===== src/rtl/muldiv_unit.sv =====
// Iterative multiply/divide unit that owns the architectural HI/LO registers.
// MULT/MULTU use radix-2 shift-add and DIV/DIVU use restoring division, one bit
// per cycle. Every operation has a fixed WIDTH+2 cycle latency from start to done.
module muldiv_unit #(
    parameter int unsigned WIDTH = 32
) (
    input  logic             clk,
    input  logic             rst,
    input  logic             start,
    input  logic [1:0]       op,
    input  logic [WIDTH-1:0] a,
    input  logic [WIDTH-1:0] b,
    input  logic             cancel,
    input  logic             mthi,
    input  logic             mtlo,
    input  logic [WIDTH-1:0] wdata,
    output logic [WIDTH-1:0] hi,
    output logic [WIDTH-1:0] lo,
    output logic             busy,
    output logic             done
);

    localparam int unsigned CntW = (WIDTH > 1) ? $clog2(WIDTH) : 1;

    // op[1] selects divide, op[0] selects unsigned.
    typedef enum logic [1:0] {StIdle, StCalc, StFix} state_e;

    state_e               state_q, state_d;
    logic [1:0]           op_q, op_d;
    logic [WIDTH-1:0]     opb_q, opb_d;
    logic [WIDTH-1:0]     orig_a_q, orig_a_d;
    logic                 neg_a_q, neg_a_d;
    logic                 neg_b_q, neg_b_d;
    logic                 dz_q, dz_d;
    logic [CntW-1:0]      cnt_q, cnt_d;
    logic [2*WIDTH-1:0]   acc_q, acc_d;
    logic [WIDTH-1:0]     hi_q, hi_d;
    logic [WIDTH-1:0]     lo_q, lo_d;
    logic                 busy_q, busy_d;
    logic                 done_q, done_d;

    logic                 in_neg_a, in_neg_b;
    logic [WIDTH-1:0]     abs_a, abs_b;
    logic [WIDTH:0]       mul_sum;
    logic [2*WIDTH-1:0]   mul_next;
    logic [WIDTH:0]       div_rem_sh;
    logic [WIDTH:0]       div_diff;
    logic [2*WIDTH-1:0]   div_next;
    logic [2*WIDTH-1:0]   prod;
    logic [WIDTH-1:0]     quot, rem;
    logic [WIDTH-1:0]     res_hi, res_lo;

    // Operand conditioning: magnitudes and sign flags for signed ops.
    always_comb begin
        in_neg_a = ~op[0] & a[WIDTH-1];
        in_neg_b = ~op[0] & b[WIDTH-1];
        abs_a    = in_neg_a ? (~a + 1'b1) : a;
        abs_b    = in_neg_b ? (~b + 1'b1) : b;
    end

    // One iteration of each algorithm. acc holds {upper, lower} working halves:
    // multiply keeps {partial product, remaining multiplier bits}, divide keeps
    // {partial remainder, dividend bits shifting out / quotient bits shifting in}.
    always_comb begin
        mul_sum    = {1'b0, acc_q[2*WIDTH-1:WIDTH]} + (acc_q[0] ? {1'b0, opb_q} : '0);
        mul_next   = {mul_sum, acc_q[WIDTH-1:1]};
        div_rem_sh = acc_q[2*WIDTH-1:WIDTH-1];
        div_diff   = div_rem_sh - {1'b0, opb_q};
        if (div_diff[WIDTH]) begin
            div_next = {div_rem_sh[WIDTH-1:0], acc_q[WIDTH-2:0], 1'b0};
        end else begin
            div_next = {div_diff[WIDTH-1:0], acc_q[WIDTH-2:0], 1'b1};
        end
    end

    // Final sign fix-up; negation wraps modulo 2^WIDTH so the MIN/-1 case falls out.
    always_comb begin
        prod = (~op_q[0] & (neg_a_q ^ neg_b_q)) ? (~acc_q + 1'b1) : acc_q;
        quot = acc_q[WIDTH-1:0];
        rem  = acc_q[2*WIDTH-1:WIDTH];
        if (!op_q[1]) begin
            res_hi = prod[2*WIDTH-1:WIDTH];
            res_lo = prod[WIDTH-1:0];
        end else if (dz_q) begin
            res_hi = orig_a_q;
            res_lo = '1;
        end else begin
            res_hi = neg_a_q ? (~rem + 1'b1) : rem;
            res_lo = (neg_a_q ^ neg_b_q) ? (~quot + 1'b1) : quot;
        end
    end

    // Next-state: issue, iterate, commit; cancel aborts without touching HI/LO.
    always_comb begin
        state_d  = state_q;
        op_d     = op_q;
        opb_d    = opb_q;
        orig_a_d = orig_a_q;
        neg_a_d  = neg_a_q;
        neg_b_d  = neg_b_q;
        dz_d     = dz_q;
        cnt_d    = cnt_q;
        acc_d    = acc_q;
        hi_d     = hi_q;
        lo_d     = lo_q;
        done_d   = 1'b0;
        case (state_q)
            StIdle: begin
                if (!cancel) begin
                    if (start) begin
                        // start wins over same-cycle moves
                        state_d  = StCalc;
                        op_d     = op;
                        opb_d    = abs_b;
                        orig_a_d = a;
                        neg_a_d  = in_neg_a;
                        neg_b_d  = in_neg_b;
                        dz_d     = op[1] & (b == '0);
                        cnt_d    = '0;
                        acc_d    = {{WIDTH{1'b0}}, abs_a};
                    end else begin
                        if (mthi) hi_d = wdata;
                        if (mtlo) lo_d = wdata;
                    end
                end
            end
            StCalc: begin
                if (cancel) begin
                    state_d = StIdle;
                    cnt_d   = '0;
                end else begin
                    acc_d = op_q[1] ? div_next : mul_next;
                    cnt_d = cnt_q + 1'b1;
                    if (cnt_q == CntW'(WIDTH - 1)) begin
                        state_d = StFix;
                        cnt_d   = '0;
                    end
                end
            end
            StFix: begin
                state_d = StIdle;
                if (!cancel) begin
                    hi_d   = res_hi;
                    lo_d   = res_lo;
                    done_d = 1'b1;
                end
            end
            default: state_d = StIdle;
        endcase
        busy_d = (state_d != StIdle);
    end

    // State and output registers with synchronous reset.
    always_ff @(posedge clk) begin
        if (rst) begin
            state_q  <= StIdle;
            op_q     <= '0;
            opb_q    <= '0;
            orig_a_q <= '0;
            neg_a_q  <= 1'b0;
            neg_b_q  <= 1'b0;
            dz_q     <= 1'b0;
            cnt_q    <= '0;
            acc_q    <= '0;
            hi_q     <= '0;
            lo_q     <= '0;
            busy_q   <= 1'b0;
            done_q   <= 1'b0;
        end else begin
            state_q  <= state_d;
            op_q     <= op_d;
            opb_q    <= opb_d;
            orig_a_q <= orig_a_d;
            neg_a_q  <= neg_a_d;
            neg_b_q  <= neg_b_d;
            dz_q     <= dz_d;
            cnt_q    <= cnt_d;
            acc_q    <= acc_d;
            hi_q     <= hi_d;
            lo_q     <= lo_d;
            busy_q   <= busy_d;
            done_q   <= done_d;
        end
    end

    assign hi   = hi_q;
    assign lo   = lo_q;
    assign busy = busy_q;
    assign done = done_q;

endmodule

===== config.mk =====
export PLATFORM = sky130hd
export DESIGN_NAME = muldiv_unit
export DESIGN_NICKNAME = d
export VERILOG_FILES = /design/src/rtl/muldiv_unit.sv
export SDC_FILE = /design/constraint.sdc
export NUM_CORES = 1
export LEC_CHECK = 0
export CAP_MARGIN = 10
export CELL_PAD_IN_SITES_DETAIL_PLACEMENT = 0
export CELL_PAD_IN_SITES_GLOBAL_PLACEMENT = 1
export CORE_MARGIN = 5
export CORE_UTILIZATION = 47
export CTS_BUF_LIST = sky130_fd_sc_hd__clkbuf_8
export DETAILED_ROUTE_END_ITERATION = 6
export HOLD_SLACK_MARGIN = 0.02
export PLACE_DENSITY = 0.93
export SLEW_MARGIN = 40
export SYNTH_ARGS = -nofsm -noshare
export SYNTH_HDL_FRONTEND = slang
export SYNTH_SLANG_ARGS = --single-unit

===== constraint.sdc =====
create_clock -name clk -period 9.8 [get_ports clk]
set_input_delay 0.98 -clock clk [delete_from_list [all_inputs] [get_ports clk]]
set_output_delay 0.98 -clock clk [all_outputs]
set_load 0.02 [all_outputs]

Word level (Yosys, flattened, before mapping) --
Cells that the tools add are included.
Storage, ports and cells: register bits after elaboration 206, output and inout port bits 66
Operators by class: bitwise gates (word level) 14, multiplexer cells 37, reductions and logical operators 11, add/subtract/negate cells 8, equality and inequality tests 10
Operators with widths (number):
- 2-to-1 mux 32 bit | 17
- 2-to-1 mux 64 bit | 6
- adder 32 x 1 -> 32 bit, second input constant | 4
- NOT 32 bit | 4
- case mux 32 bit (2 select lines) | 2
- case mux 64 bit (2 select lines) | 1
- adder 64 x 1 -> 64 bit, second input constant | 1
- NOT 64 bit | 1
- adder 32 x 32 -> 33 bit | 1
- subtractor 33 x 32 -> 33 bit | 1
- logical NOT 32 bit | 1
- 2-to-1 mux 5 bit | 4
- != test 2 bit, second input constant | 7
- case mux 5 bit (2 select lines) | 1
- AND reduction 5 bit | 2
- 2-to-1 mux 2 bit | 4
- AND reduction 3 bit | 2
- nonzero test 2 bit | 3
- adder 5 x 1 -> 5 bit, second input constant | 1
- equality test 5 bit, second input constant | 1
- bitwise AND 1 bit | 4
- NOT 1 bit | 4
- case mux 2 bit (2 select lines) | 1
- AND reduction 4 bit | 1
- 6 further kinds | 6

Logic depth before layout (Yosys ltp) --
Gate-level depths: netlist of run 1.
word-level depth 7, mapped depth 15, mapped depth without buffers 14

Least setup slack after synthesis of run 1 --
Ideal clock, no wire load.
path kind reg2reg, start point reg acc_q[0], end point reg acc_q[62], required time 9714 ps, data arrival time 3484 ps, library setup time 86 ps, buffers on the path 1, clock period less this slack 3571 ps, cell stages (with the launch flop) 15, setup slack 6229 ps, cells stage by stage dfxtp_1 > inv_1 > clkbuf_1 > nor2_1 > ha_1 > and2_4 > a221o_1 > a2111o_1 > a31oi_2 > nor3_1 > or4b_1 > nand2_1 > nor4_1 > mux2_4 > a221oi_2
Between the ends: longest elaborated chain between the ends 5
RTL lines:
- start: declaration | line 36 | logic [2*WIDTH-1:0] acc_q, acc_d;
- start signal: assignment | line 164 | acc_q <= '0;
- start signal: assignment | line 178 | acc_q <= acc_d;
- 2-to-1 mux 32 bit | line 65 | mul_sum = {1'b0, acc_q[2*WIDTH-1:WIDTH]} + (acc_q[0] ? {1'b0, opb_q} : '0);
- adder 32 x 32 -> 33 bit | line 65
- 2-to-1 mux 64 bit | line 132 | acc_d = op_q[1] ? div_next : mul_next;
- 2-to-1 mux 64 bit | line 128 | if (cancel) begin
- case mux 64 bit (2 select lines) | line 107 | case (state_q)
No other way between the ends. The select of a mux whose other input is x is not followed. A chain may end at the register's enable or synchronous reset.

Worst setup path in the final report of run 1 --
start point reg acc_q[0], end point reg acc_q[63]
The elaborated chain is that of the path after synthesis.

==> impl_results.md, run 1 <==
* Status: complete, no violations
* Peak Freq at 237 MHz
* Largest net degree at the start of global routing at 97
* Mux contribution to synthesized area at 2.93%
* Via count at 16900
* # resized after CTS at 0
* TritonCTS buffer count at 41
* Fraction of the mapped netlist area in compound gates at 29.0%
* Yosys reg bits at 206
* Critical Path End Type: register
* Fill cells at 3198
* Fin crit share at 43.0%
* Final total power at 2260 uW
* CP Class: reg -> reg
* Gr ovfl total at 0
* Final setup viols at 0
* Max-cap check violation count at 0
* Ys flop type: dfxtp_1
* Min-Delay Path Depth at 2
* Core Region at 33600 sq um
* Minimum clock period at 4.21 ns
* Commonest non-fill, non-tap cell in the layout: nor2_1
* Actual slew at the worst max-slew pin at 0.802 ns
* Setup TNS at 0 ns
* Power Dens Cells at 121 nW/um^2
* Register area share after synthesis at 25.7%
* CTS tree: built
* Yosys warns at 0
* Syn nets at 2360
* Layout cells sized above 1 at 5.39%
* Final nets at 2434
* Sink Count at 206
* Syn-to-layout area delta at 16.2%
* Drt total wl at 58200 um
* Vias per cell at 6.20
* Final hold violation count at 0
* Initial antenna violation count at 1
* Synth Area in XOR/XNOR at 9.70%
* Diode count at 0
* EDFF count, synth at 0
* Post-DP HPWL at 43200 um
* Root buffer cell: clkbuf_8
* Avg Inst Size Synth at 7.36 sq um
* Worst-Skew Late Latency at 0.57 ns
* CP Data Required Time at 10.25 ns
* Synth Area in Simple Gates at 21.5%
* H-Tree Depth at 2
* Cell taking the most area after synthesis: dfxtp_1
* Die height at 195 um
* # hold bufs at CTS at 0
* Antenna Nets Post-Route at 0
* Num rows at 67
* Longest Clk Path Bufs at 3
* Crit path max fanout at 7
* Yosys top cell area share at 25.7%
* Starting density of the core at 47.8%
* GRT Overall Usage at 28.9%
* Dpl cells at 2663
* DRC Markers at 0
* Final Non-Filler Cells at 2730
* Worst relative slew slack at 46.0%
* I/O Buffers at 169
* Maximum VDD drop at 0.0878 mV
* Largest cells by area after synthesis: dfxtp_1, a21oi_1, nor2_1
* Postcts setup bufs at 0
* Synth Area in Adders at 5.70%
* Largest family of logic cells by synthesized area: compound AO/OA/AOI/OAI gates
* R2R Setup Slk at 5.59 ns
* WL per Instance at 21.3 um
* Worst hold margin at 0.454 ns
* Number of global-route vias before repair at 15700
* Slew Limit Fails at 0
* Initial DRC count at 1775
* Hold Crit Class: reg -> reg
* RSZ-0062 raised after global routing: false
* Die ar. at 38000 sq um
* Io pins at 170
* Gpl congestion at 0.975
* Clk slew on worst S/H paths at 0.06 ns
* Arr. time, crit path at 4.66 ns
* Worst reg2reg path depth at 14
* Synth Cell Area at 16100 sq um
* Cells after Synth at 2184
* Yosys cell types at 78
* Clock skew at 0.0290 ns
* Die W at 195 um
* DRT Pass-1 Iters at 6
* Most frequent cells in the layout: nor2_1, nand2_1, a21oi_1, dfxtp_1, clkdlybuf4s50_1
* CP Launch Type: register
* Global-route wire length before repair at 90000 um
* Leakage at 0.00682 uW
* Share of synthesized registers carrying an async set or reset at 0%
==> final cells by class <==
class / count / area (sq um) / area share, %
Multi-Input combinational cell: 1752 / 11100 / 59.5
Sequential cell: 206 / 4130 / 22.1
Clock buffer: 48 / 661 / 3.54
Timing Repair Buffer: 195 / 1900 / 10.2
Clock inverter: 19 / 82.6 / 0.442
Tap cell: 448 / 561 / 3.00
Inverter: 62 / 233 / 1.25
==> worst max-delay path: stages, from the launching register on <==
cell	delay [ns]
dfxtp_1	0.54
and2_1	0.19
ha_1	0.19
inv_1	0.07
fa_1	0.37
nand2b_1	0.20
a21o_1	0.21
a211oi_1	0.36
o211ai_1	0.26
a211o_1	0.42
o31a_1	0.37
o31ai_1	0.35
o211ai_1	0.14
and3_1	0.19
nor4_1	0.25
==> logic make-up (layout without fill, tap and decap cells) <==
| group | after synthesis | count (layout) |
|---|---|---|
| AO/OA/AOI/OAI | 721 | 721 |
| XOR/XNOR | 178 | 178 |
| adder cells (fa/ha/maj) | 72 | 72 |
| buffers and inverters | 226 | 324 |
| flip-flops | 206 | 206 |
| multiplexers | 46 | 46 |
| AND/OR/NAND/NOR | 735 | 735 |
==> sequential cells by signal, indices dropped and copies added (netlist names) <==
| signal | flops |
|---|---|
| acc_q | 64 |
| busy | 1 |
| cnt_q | 5 |
| done | 1 |
| dz_q | 1 |
| hi | 32 |
| lo | 32 |
| neg_a_q | 1 |
| neg_b_q | 1 |
| op_q | 2 |
| opb_q | 32 |
| orig_a_q | 32 |
| state_q | 2 |
==> Yosys cell counts, types with 45 or more instances <==
cell type,count
nor2_1,243
nand2_1,234
a21oi_1,228
dfxtp_1,206
clkbuf_1,142
o21ai_0,127
a211oi_1,118
xnor2_1,95
xor2_1,83
ha_1,70
inv_1,62
nor3_1,45
==> path summary, 6_finish.rpt <==
| kind | start | end |
|---|---|---|
| max reg2reg | acc_q[0]$_SDFFE_PP0P_ | acc_q[63]$_SDFFE_PP0P_ |
| min reg2reg | lo[12]$_SDFFE_PP0P_ | lo[12]$_SDFFE_PP0P_ |
| min | lo[12]$_SDFFE_PP0P_ | lo[12]$_SDFFE_PP0P_ |
| max | acc_q[0]$_SDFFE_PP0P_ | acc_q[63]$_SDFFE_PP0P_ |
==> power by group <==
group,internal (uW),switching [uW],total [uW]
clock,441,396,837
sequential,876,42.2,918
combinational,201,306,507
total,1520,744,2260
==> layer usage <==
layer,up-vias,part of all wire (%),GRT usage (%)
met5,-,0.022,0
met4,2,3.0,8.04
met3,123,8.5,5.14
met2,725,43,43.7
met1,8021,45,42.3
li1,8065,-,-
==> metrics by stage <==
stage | instance area [sq um] | util, % | worst slack (ns)
6_report | 18700 | 55.5 | 5.59
5_1_grt | 18700 | 55.5 | 5.42
4_1_cts | 18700 | 55.5 | 5.67
3_5_place_dp | 17900 | 53.3 | 5.54
3_3_place_gp | 17900 | 53.3 | 5.54
2_1_floorplan | 16100 | - | 6.23
(Power assumes the default switching activity.)
==> run 2, diff against run 1 <==
- CORE_UTILIZATION: 47 -> 39
- PLACE_DENSITY: 0.93 -> 0.83
- clock period: 9.8 -> 3.48 ns (I/O delays scaled with it)
==> impl_results.md, run 2 (synthesis gave the netlist of run 1 again) <==
* Status: complete, no violations
* Slew Limit Fails at 0
* Via count at 17300
* Global-route wire length before repair at 94600 um
* CTS tree: built
* Final nets at 2554
* Gr busiest metal: met2
* Critical Path End Type: register
* Final setup viols at 0
* Starting density of the core at 39.3%
* Clk slew on worst S/H paths at 0.06 ns
* Int Pwr at 4310 uW
* Switching pwr at 2110 uW
* Worst-Skew Late Latency at 0.60 ns
* Combinational power share at 23.8%
* Max incr delay on CP at 0.35 ns
* Setup TNS at 0 ns
* Met1 usage at 36.8%
* Clk pwr share at 36.0%
* Worst relative slew slack at 52.4%
* Initial DRC count at 1615
* Power Dens Cells at 324 nW/um^2
* Layout cells sized above 1 at 11.0%
* Arr. time, crit path at 3.91 ns
* Num rows at 74
* Vias per cell at 5.89
* Die ar. at 45400 sq um
* Minimum clock period at 3.42 ns
* WL per Instance at 21.3 um
* Initial antenna violation count at 0
* Root buffer cell: clkbuf_8
* Hold Crit Class: in -> reg
* Antenna Nets Post-Route at 0
* Fin crit share at 98.2%
* Commonest non-fill, non-tap cell in the layout: nor2_1
* Met3 track demand over resource at 5.45%
* Net Sw Frac at 32.9%
* Die height at 213 um
* # hold bufs at CTS at 0
* Max reg flops at 64
* Cells along the critical path: and2_1, ha_2, inv_1, fa_2, nand2b_4, a21o_1, a211oi_2, buf_4, o211ai_1, a211o_1, o31a_1, o31ai_2, buf_4, buf_4, o211ai_1, and3_1
* Most frequent CP cell: buf_4
* CP Data Required Time at 3.97 ns
* Drt total wl at 62400 um
* RSZ-0062 raised after global routing: true
* Die W at 213 um
* Crit path max fanout at 4
* Most frequent cells in the layout: nor2_1, nand2_1, a21oi_1, dfxtp_1, clkdlybuf4s50_1
* Largest net degree at the start of global routing at 124
* Maximum VDD drop at 0.222 mV
* Diode count at 0
* Hold Crit Start: rst
* CP Class: reg -> reg
* Leakage at 0.00745 uW
* Fill cells at 4087
* Io pins at 170
* Post-DP HPWL at 47600 um
* Gr ovfl total at 0
* Core Region at 40800 sq um
* Longest Clk Path Bufs at 3
* Max-cap check violation count at 0
* DRT Pass-1 Iters at 5
* Biggest register: acc_q
* Sink Count at 206
* Peak Freq at 293 MHz
* DRC Markers at 0
* Sequential power share at 40.2%
* TritonCTS buffer count at 39
* GRT Overall Usage at 26.4%
* Place WS at -0.0728 ns
* Met2 GRT Util at 41.2%
* Crit path buffers/inverters at 4
* CP max-delay cell: dfxtp_2
* H-Tree Depth at 2
* Final hold violation count at 0
* Number of global-route vias before repair at 16300
* Syn-to-layout area delta at 23.2%
* Gpl congestion at 0.937
* CP delay by family, top: compound AO/OA/AOI/OAI gates
* Critical path origin: acc_q[0]$_SDFFE_PP0P_
* Final WS setup at 0.0635 ns
* CP Launch Type: register
* Actual slew at the worst max-slew pin at 0.714 ns
* I/O Buffers at 169
* Worst r2r src: acc_q[0]$_SDFFE_PP0P_
* Clock skew at 0.0453 ns
run 2: changes by cell type in the layout (fill, tap and decap cells not counted), sizes merged:
cell,delta
buf,+122
clkinv,-3
clkbuf,-1
clkinvlp,+1
run 2: final timing paths:
path | to | slack [ns] | cells past startpoint
max | acc_q[61]$_SDFFE_PP0P_ | 0.06 | 16
min | cnt_q[1]$_SDFFE_PP0P_ | 0.14 | 2
min reg2reg | lo[19]$_SDFFE_PP0P_ | 0.45 | 2
max reg2reg | acc_q[61]$_SDFFE_PP0P_ | 0.06 | 16
run 2: power by group through the flow:
stage	sequential, uW	clock [uW]	combinational [uW]
2_1_floorplan	2610	0	873
3_3_place_gp	2620	0	1480
3_5_place_dp	2630	0	1490
4_1_cts	2580	2370	1500
5_1_grt	2590	2470	1650
6_report	2580	2310	1530
run 2: routing by layer:
layer / wire (um) / up-vias / share of wire (%)
met2: 28100 / 602 / 45
met1: 27700 / 8246 / 44
met4: 2010 / 0 / 3.2
met3: 4590 / 110 / 7.4
li1: - / 8314 / -
met5: 0 / - / 0
run 2: what timing repair did:
item,in CTS,in global routing
endpoints found under the hold margin,0,0
buffers inserted,0,8
gates resized for setup,3,22
pin swaps,0,11
endpoints found under the setup margin,2,26
run 2: metrics by stage:
step | power [uW] | hold slack (ns) | instances | instance area, sq um | util (%)
after global placement | 4100 | 0.441 | 2860 | 18900 | 46.3
final | 6420 | 0.137 | 2933 | 19800 | 48.5
after CTS | 6450 | 0.136 | 2925 | 19600 | 48.1
after floorplan | 3480 | 0.433 | 2184 | 16100 | -
after global routing | 6710 | 0.160 | 2933 | 19800 | 48.5
after detailed placement | 4120 | 0.444 | 2861 | 18900 | 46.3
run 2: area by class of cell:
cell class | instances | area, sq um | share of cell area [%]
multi-input cells | 1752 | 11200 | 56.6
flip-flops and latches | 206 | 4130 | 20.9
repair buffers | 317 | 2840 | 14.4
well taps | 532 | 666 | 3.36
clock buffers | 47 | 647 | 3.27
inverters | 62 | 233 | 1.18
clock inverters | 17 | 77.6 | 0.392
==> run 3, diff against run 2 <==
- TNS_END_PERCENT: unset -> 1
==> impl_results.md, run 3 (synthesis gave the netlist of run 1 again) <==
* Via count at 17300
* Placed Instance Area at 18900 sq um
* Gr ovfl total at 0
* Layout cells sized above 1 at 10.9%
* Fill cells at 4088
* Critical Path End Type: register
* DRC Markers at 0
* Worst-Skew Late Latency at 0.61 ns
* Syn-to-layout area delta at 23.1%
* Io pins at 170
* Uppermost layer routed: met4
* Starting density of the core at 39.3%
* CP Class: reg -> reg
* Die height at 213 um
* I/O Buffers at 169
* CP max-delay cell: dfxtp_2
* Initial DRC count at 1647
* Actual slew at the worst max-slew pin at 0.726 ns
* Longest Clk Path Bufs at 3
* Met3 wire length at 4580 um
* Initial antenna violation count at 0
* Peak Freq at 292 MHz
* Final setup viols at 0
* TritonCTS buffer count at 39
* Max incr delay on CP at 0.35 ns
* Vias per cell at 5.90
* Max-cap check violation count at 0
* Most frequent cells in the layout: nor2_1, nand2_1, a21oi_1, dfxtp_1, clkdlybuf4s50_1
* Max reg flops at 64
* Die W at 213 um
* WL per Instance at 21.3 um
* CTS tree: built
* Arr. time, crit path at 3.92 ns
* Post-DP HPWL at 47600 um
* Slew Limit Fails at 0
* Antenna Nets Post-Route at 0
* Final hold violation count at 0
* Number of global-route vias before repair at 16300
* H-Tree Depth at 2
* Final nets at 2552
* Global-route wire length before repair at 94600 um
* Power Dens Cells at 325 nW/um^2
* CP Launch Type: register
* GRT Overall Usage at 26.4%
* Hold Crit Class: in -> reg
* Area of the multi-input gates at 11200 sq um
* Diode count at 0
* Setup TNS at 0 ns
* Clk slew on worst S/H paths at 0.06 ns
* Worst hold margin at 0.137 ns
* Num rows at 74
* Drt total wl at 62300 um
* Seq. cell area at 4130 sq um
* Commonest non-fill, non-tap cell in the layout: nor2_1
* Core Util, Final at 48.4%
* Metal-1 WL at 27700 um
* Final instance area at 19800 sq um
* CP Data Required Time at 3.98 ns
* Fin crit share at 98.3%
* Core Region at 40800 sq um
* Final WS setup at 0.0607 ns
* Crit path max fanout at 4
* Minimum clock period at 3.42 ns
* Clock skew at 0.0464 ns
* Biggest register: acc_q
* Root buffer cell: clkbuf_8
* Leakage at 0.00744 uW
* Wire length on met2 at 28000 um
* Sink Count at 206
* Die ar. at 45400 sq um
* Cells along the critical path: and2_1, ha_2, inv_1, fa_2, nand2b_4, a21o_1, a211oi_2, buf_4, o211ai_1, a211o_1, o31a_1, o31ai_2, buf_4, buf_4, o211ai_1, and3_1
* Most frequent CP cell: buf_4
* Status: complete, no violations
* Maximum VDD drop at 0.222 mV
* Gpl congestion at 0.937
* Worst relative slew slack at 51.6%
* Place WS at -0.0728 ns
* DRT Pass-1 Iters at 6
* Largest net degree at the start of global routing at 124
* RSZ-0062 raised after global routing: true
## run 3: worst max-delay path: cells and delay by family (launching register included)
family | cells | cell delay [ns]
AND/OR/NAND/NOR | 3 | 0.47
adder cells (fa/ha/maj) | 2 | 0.51
flip-flops | 1 | 0.35
buffers and inverters | 4 | 0.45
AO/OA/AOI/OAI | 7 | 1.56
## run 3: where the power goes
group | internal, uW | switching, uW | total [uW]
clock | 1210 | 1100 | 2320
combinational | 626 | 898 | 1520
sequential | 2470 | 117 | 2580
total | 4310 | 2120 | 6420
## run 3: final cells by class
class / instances / area share [%]
Clock buffer: 47 / 3.27
Clock inverter: 17 / 0.392
Inverter: 62 / 1.18
Multi-Input combinational cell: 1752 / 56.6
Sequential cell: 206 / 20.9
Tap cell: 532 / 3.37
Timing Repair Buffer: 315 / 14.3
## run 3: timing repair
item                                    CTS  global route
resized for setup                         3            22
buffers inserted                          0             6
endpoints found under the setup margin    2            26
pin swaps                                 0             8
hold buffers                              0             0
## run 3: metrics by stage
| step | instances | power (uW) |
|---|---|---|
| global route | 2931 | 6710 |
| CTS | 2925 | 6450 |
| finish | 2931 | 6420 |
| floorplan | 2184 | 3480 |
| detailed placement | 2861 | 4120 |
| global placement | 2860 | 4100 |
## run 3: layer usage
layer | track usage (%) | up-vias
li1 | - | 8312
met1 | 36.8 | 8227
met2 | 41.2 | 624
met3 | 5.45 | 119
met4 | 8.47 | 0
met5 | 0 | -
## run 3: worst paths after layout
check | startpoint | endpoint | slack [ns] | depth (start not counted)
max | acc_q[0]$_SDFFE_PP0P_ | acc_q[61]$_SDFFE_PP0P_ | 0.06 | 16
min | rst | cnt_q[1]$_SDFFE_PP0P_ | 0.14 | 2
max reg2reg | acc_q[0]$_SDFFE_PP0P_ | acc_q[61]$_SDFFE_PP0P_ | 0.06 | 16
min reg2reg | lo[13]$_SDFFE_PP0P_ | lo[13]$_SDFFE_PP0P_ | 0.45 | 2
